### src/rtl/game_credit_ctrl_pkg.sv
// Shared types and constants for the start-screen credit controller.
// Holds the state enum, credit width and default frame timings.
package game_credit_ctrl_pkg;

   typedef enum logic [2:0] {
      IDLE,
      READY,
      STARTING,
      PLAYING,
      GAME_OVER
   } credit_state_t;

   localparam int CREDIT_W = 4;

   localparam int DEF_MAX_CREDITS = 4;
   localparam int DEF_START_DELAY = 60;
   localparam int DEF_OVER_HOLD   = 180;
   localparam int DEF_BLINK       = 30;

   // Width that holds the largest of three frame counts without wrap.
   function automatic int frameWidth(
      input int a,
      input int b,
      input int c
   );
      int m;
      m = a;
      if (b > m) m = b;
      if (c > m) m = c;
      return $clog2(m + 1);
   endfunction

endpackage

### src/rtl/game_credit_ctrl_frame_down_counter.sv
// Loadable frame down-counter; decrements on frame ticks.
// done is high while the count sits at zero.
module frame_down_counter #(
   parameter int W = 8
) (
   input  logic         clk,
   input  logic         load,
   input  logic [W-1:0] loadValue,
   input  logic         frameTick,
   output logic         done
);

   logic [W-1:0] count;

   // Load has priority; otherwise count ticks down and rest at zero.
   always_ff @(posedge clk) begin
      if (load)
         count <= loadValue;
      else if (frameTick && count != '0)
         count <= count - W'(1);
   end

   assign done = (count == '0);

endmodule

### src/rtl/game_credit_ctrl.sv
// Credit and game-start sequencer for the start screen.
// Owns the credit count and the standby/start/play/over cycle.
module game_credit_ctrl
   import game_credit_ctrl_pkg::*;
#(
   parameter int MAX_CREDITS        = DEF_MAX_CREDITS,
   parameter int START_DELAY_FRAMES = DEF_START_DELAY,
   parameter int OVER_HOLD_FRAMES   = DEF_OVER_HOLD,
   parameter int BLINK_FRAMES       = DEF_BLINK
) (
   input  logic                clk,
   input  logic                reset,
   input  logic                frameTick,
   input  logic                coinPulse,
   input  logic                startReq,
   input  logic                gameOver,
   output logic [CREDIT_W-1:0] credits,
   output logic                startGame,
   output logic                standBy,
   output logic                playing,
   output logic                blinkOn,
   output logic                coinReject
);

   localparam int FRAME_W = frameWidth(
      START_DELAY_FRAMES, OVER_HOLD_FRAMES, BLINK_FRAMES);
   localparam logic [CREDIT_W-1:0] MAX_C = CREDIT_W'(MAX_CREDITS);

   credit_state_t       state;
   credit_state_t       nextState;
   logic [CREDIT_W-1:0] creditsNext;
   logic                startTake;
   logic                coinRejectNext;
   logic                startGameNext;
   logic                entering;
   logic                standByNext;
   logic                delayDone;
   logic                blinkDone;
   logic                delayExpire;
   logic                blinkExpire;
   logic                delayLoad;
   logic                blinkLoad;
   logic [FRAME_W-1:0]  delayLoadValue;

   assign delayExpire = frameTick & delayDone;
   assign blinkExpire = frameTick & blinkDone;
   assign entering    = (nextState != state);
   assign standByNext = (nextState == IDLE) || (nextState == READY);

   // Credit arithmetic: a taken start absorbs a same-cycle coin.
   always_comb begin
      startTake      = (state == READY) && startReq && (credits != '0);
      creditsNext    = credits;
      coinRejectNext = 1'b0;
      if (startTake) begin
         if (!coinPulse)
            creditsNext = credits - CREDIT_W'(1);
      end else if (coinPulse) begin
         if (credits == MAX_C)
            coinRejectNext = 1'b1;
         else
            creditsNext = credits + CREDIT_W'(1);
      end
   end

   // Next-state decode and the startGame launch pulse.
   always_comb begin
      nextState     = state;
      startGameNext = 1'b0;
      unique case (state)
         IDLE:
            if (creditsNext != '0)
               nextState = READY;
         READY:
            if (startTake)
               nextState = STARTING;
         STARTING:
            if (delayExpire) begin
               nextState     = PLAYING;
               startGameNext = 1'b1;
            end
         PLAYING:
            if (gameOver)
               nextState = GAME_OVER;
         GAME_OVER:
            if (delayExpire)
               nextState = (creditsNext != '0) ? READY : IDLE;
         default:
            nextState = IDLE;
      endcase
   end

   // Delay/hold timer reloads on every state entry; N-1 gives the Nth tick.
   always_comb begin
      delayLoadValue = '0;
      if (!reset) begin
         if (nextState == STARTING)
            delayLoadValue = FRAME_W'(START_DELAY_FRAMES - 1);
         else if (nextState == GAME_OVER)
            delayLoadValue = FRAME_W'(OVER_HOLD_FRAMES - 1);
      end
   end

   assign delayLoad = reset | entering;
   assign blinkLoad = reset | entering | blinkExpire;

   frame_down_counter #(.W(FRAME_W)) delayTimer (
      .clk       (clk),
      .load      (delayLoad),
      .loadValue (delayLoadValue),
      .frameTick (frameTick),
      .done      (delayDone)
   );

   frame_down_counter #(.W(FRAME_W)) blinkTimer (
      .clk       (clk),
      .load      (blinkLoad),
      .loadValue (FRAME_W'(BLINK_FRAMES - 1)),
      .frameTick (frameTick),
      .done      (blinkDone)
   );

   // State, credit and pulse output registers.
   always_ff @(posedge clk) begin
      if (reset) begin
         state      <= IDLE;
         credits    <= '0;
         startGame  <= 1'b0;
         coinReject <= 1'b0;
         standBy    <= 1'b1;
         playing    <= 1'b0;
      end else begin
         state      <= nextState;
         credits    <= creditsNext;
         startGame  <= startGameNext;
         coinReject <= coinRejectNext;
         standBy    <= standByNext;
         playing    <= (nextState == PLAYING);
      end
   end

   // Blink restarts high on standby entry and toggles per blink period.
   always_ff @(posedge clk) begin
      if (reset)
         blinkOn <= 1'b1;
      else if (!standByNext)
         blinkOn <= 1'b0;
      else if (entering)
         blinkOn <= 1'b1;
      else if (blinkExpire)
         blinkOn <= ~blinkOn;
   end

endmodule

### config.mk
export PLATFORM = sky130hd
export DESIGN_NAME = game_credit_ctrl
export DESIGN_NICKNAME = d
export VERILOG_FILES = /design/src/rtl/game_credit_ctrl_pkg.sv /design/src/rtl/game_credit_ctrl_frame_down_counter.sv /design/src/rtl/game_credit_ctrl.sv
export SDC_FILE = /design/constraint.sdc
export NUM_CORES = 1
export LEC_CHECK = 0
export ABC_AREA = 0
export BUFFER_PORTS_ARGS = -buffer_cell sky130_fd_sc_hd__buf_2
export CORE_UTILIZATION = 40
export CTS_CLUSTER_SIZE = 24
export DETAILED_ROUTE_END_ITERATION = 10
export PLACE_DENSITY = 0.66
export SLEW_MARGIN = 25
export SYNTH_ARGS = -nofsm -noshare
export SYNTH_HDL_FRONTEND = slang
export SYNTH_HIERARCHICAL = 1
export SYNTH_SLANG_ARGS = --single-unit
### constraint.sdc
create_clock -name clk -period 4.5 [get_ports clk]
set_clock_uncertainty 0.2 [all_clocks]
set_input_delay 0.9 -clock clk [delete_from_list [all_inputs] [get_ports clk]]
set_output_delay 0.9 -clock clk [all_outputs]
set_load 0.005 [all_outputs]
==> run_results.csv <==
group,metric,value,unit
finish,area_growth,9.07,%
worst_setup_path,rr_startpoint,"delayTimer/count[3]",
cts,cts.sinks,28,
sta,hold_viol,0,
sta,holdWs,0.421,ns
global_routing,grt_usage,0.158,
cts,ctsHoldBuffers,0,
sta,max_slew_margin,0.463,
detailed_routing,finalWirelength,3610,µm
outcome,run_status,"complete, but fails checks",
worst_setup_path,cpMaxStageDelayCell,"edfxtp_1",
cts,worstSkewPairLatency,0.28,ns
cts,htree_levels,1,
worst_hold_path,whs_endpoint,"startGame",
sta,setup_violations,0,
placed_design,place_area,1970,µm²
synth,syn_inst,209,
detailed_routing,antenna_left,0,
synth,synth-seq-area-share,0.384,
placed_design,dp.cells,274,
worst_setup_path,r2r_slack,1.14,ns
sta,timing.fmax,298,MHz
floorplanning,die-area,4970,µm²
sta,min_period,3.36,ns
global_routing,antenna_found_initial,0,
synth,synth_edf_count,16,
outcome,violations,"DRC",
finish,multiInputGateArea,1050,µm²
synth,yosysWarnings,6,
floorplanning,rows,24,
placed_design,place_congestion,0.813,
cts,cts_setup_buffers,0,
placed_design,port_buffers,14,
global_routing,grt_overflow_total,0,
floorplanning,pin_count,15,
worst_hold_path,min_from,"state[1]",
detailed_routing,viasPerCell,5.46,
worst_setup_path,path_buf_inv,1,
synth,synth.most_common_cell,"nand2_1",
detailed_routing,via_count,1518,
synth,synthFlopType,"edfxtp_1",
floorplanning,start_util,0.422,
synth,synthTopCellsByArea,"edfxtp_1 (26%), dfxtp_1 (13%), nand2_1 (4.6%), ha_1 (4.0%), xnor2_1 (3.7%)",
flow_run,max-cap-violations,0,
detailed_routing,drt_first_iter_violations,117,
worst_setup_path,crit_path_start_kind,"flip-flop",
synth,synth_top_area_frac,0.256,
worst_setup_path,r2r-end,"delayTimer/count[4]",
worst_setup_path,crit_family,"simple AND/OR/NAND/NOR gates",
sta,fin_tns_setup,0,ns
synth,async_flop_share,0,
cts,cts_resized,0,
worst_setup_path,worstPathMaxFanout,20,
sta,rsz0062_at_grt,"false",
worst_setup_path,cp_data_required_time,4.22,ns
worst_hold_path,holdPathStages,1,
synth,syn_area_per_cell,8.97,µm²
floorplanning,die_y,70.5,µm
finish,drive_gt1_frac,0.115,
worst_setup_path,r2r.worst_path.cells,9,
worst_setup_path,crit_path_end_kind,"flip-flop",
cts,root_buffer,"clkbuf_8",
cts,cts_buffers,3,
synth,yosysTopAreaCell,"edfxtp_1",
finish,fin_area,2050,µm²
worst_setup_path,critPathKind,"reg2reg",
synth,synth.top_cells.by_count,"nand2_1 (23), edfxtp_1 (16), nor2_1 (15)",
cts,clk_pin_slew,0.11,ns
finish,n_antenna_cell,0,
worst_setup_path,cp_cell_sequence,"nor4_1 > and3_1 > nand2_1 > a211o_1 > a221oi_4 > nor2_1 > nand3_1 > buf_4 > o21bai_1",
synth,synth.distinct_cells,54,
worst_setup_path,max_stage_delay,0.49,ns
finish,nFillCells,442,
detailed_routing,drtPass1Iterations,7,
pwr,p_leak,0.825,nW
pwr,peakVddDrop,0.261,mV
finish,stdcell_count,278,
global_routing,grt_pass1_wl,6260,µm
sta,slew_viol_final,0,
pwr,p_per_area,598,nW/µm²
placed_design,dp_hpwl,2560,µm
finish,regArea,721,µm²
detailed_routing,routedWlPerCell,13.0,µm
floorplanning,coreArea,4440,µm²
finish,postLayoutCoreUtil,0.460,
worst_hold_path,hold_path_class,"reg2reg",
floorplanning,die_w,70.5,µm
cts,cts_tree,"done",
sta,period_share,0.747,
synth,synth_area,1880,µm²
finish,nets,239,
worst_setup_path,arrival,3.07,ns
cts,clockBufferDepth,2,
global_routing,grt_max_degree,21,
detailed_routing,drc,2,
sta,tightestPinTransition,0.805,ns
global_routing,grt_pass1_vias,1369,
synth,synth-seq-cells,28,
cell usage in the layout, fill, tap and decap left out, types with 3 or more instances in the layout:
master	netlist	final
nand4_1	3	3
a211oi_1	4	4
conb_1	2	10
buf_2	2	14
a31oi_1	5	5
nand3_1	12	12
clkbuf_8	0	3
edfxtp_1	16	16
nand2_1	23	23
nand2b_1	4	4
xnor2_1	8	8
nor4_1	5	5
nor2b_1	4	4
nor2_1	15	15
a211o_1	5	5
inv_1	14	14
nor3b_1	3	3
dfxtp_1	12	12
nor3_1	3	3
a21oi_1	3	3
ha_1	6	6
o21ai_0	12	12
area by class of cell:
cell class / count / area share
clock buffer: 3 / 0.0202
multi-input combinational: 164 / 0.514
sequential: 28 / 0.352
clock inverter: 1 / 0.0147
inverter: 14 / 0.0257
timing repair buffer: 16 / 0.0416
tap: 52 / 0.0318
metal layers:
| metal | vias up | wire (µm) | GRT usage |
|---|---|---|---|
| li1 | 785 | - | - |
| met1 | 696 | 1770 | 0.210 |
| met2 | 33 | 1640 | 0.255 |
| met3 | 4 | 165 | 0.0404 |
| met4 | 0 | 35 | 0.0385 |
| met5 | - | 0 | 0 |
state kept, by name, summed over array words and instances, names as in the netlist:
signal            cells
state                 3
playing               1
standBy               1
blinkTimer/count      8
delayTimer/count      8
startGame             1
blinkOn               1
coinReject            1
credits               4
logic make-up (layout without fill, tap and decap cells):
kind of cell,after synthesis,in the layout,synth area share
AOI/OAI and AO/OA,49,49,0.191
and+or+nand+nor,89,89,0.262
muxes,1,1,0.00534
adders and majority gates,6,6,0.0400
buffers and inverters,25,34,0.0714
xor gates and xnor gates,9,9,0.0420
other,2,10,0.00400
DFF,28,28,0.384
per-stage QoR:
stage | setup slack (ns) | total power, W
4_1_cts | 1.20 | 0.00123
2_1_floorplan | 1.35 | 0.000916
3_5_place_dp | 1.12 | 0.00102
3_3_place_gp | 1.16 | 0.00101
5_1_grt | 0.892 | 0.00133
6_report | 1.14 | 0.00122
where the power goes:
part | total, W | switching [W] | internal, W
Combinational | 0.000532 | 0.000307 | 0.000225
Clock | 0.000205 | 0.0000853 | 0.000119
Sequential | 0.000487 | 0.0000931 | 0.000394
Total | 0.00122 | 0.000485 | 0.000739
worst max-delay path by stage:
stage / startpoint / endpoint / slack (ns) / depth (start not counted)
CTS: delayTimer/count[3] / delayTimer/count[1] / 1.20 / 9
finish: delayTimer/count[3] / delayTimer/count[4] / 1.14 / 9
global placement: startReq / blinkTimer/count[6] / 1.16 / 9
floorplan: startReq / blinkTimer/count[0] / 1.35 / 9
detailed placement: startReq / blinkTimer/count[6] / 1.12 / 9
global route: delayTimer/count[3] / delayTimer/count[1] / 0.89 / 9
Power figures use the tool's default switching activity.
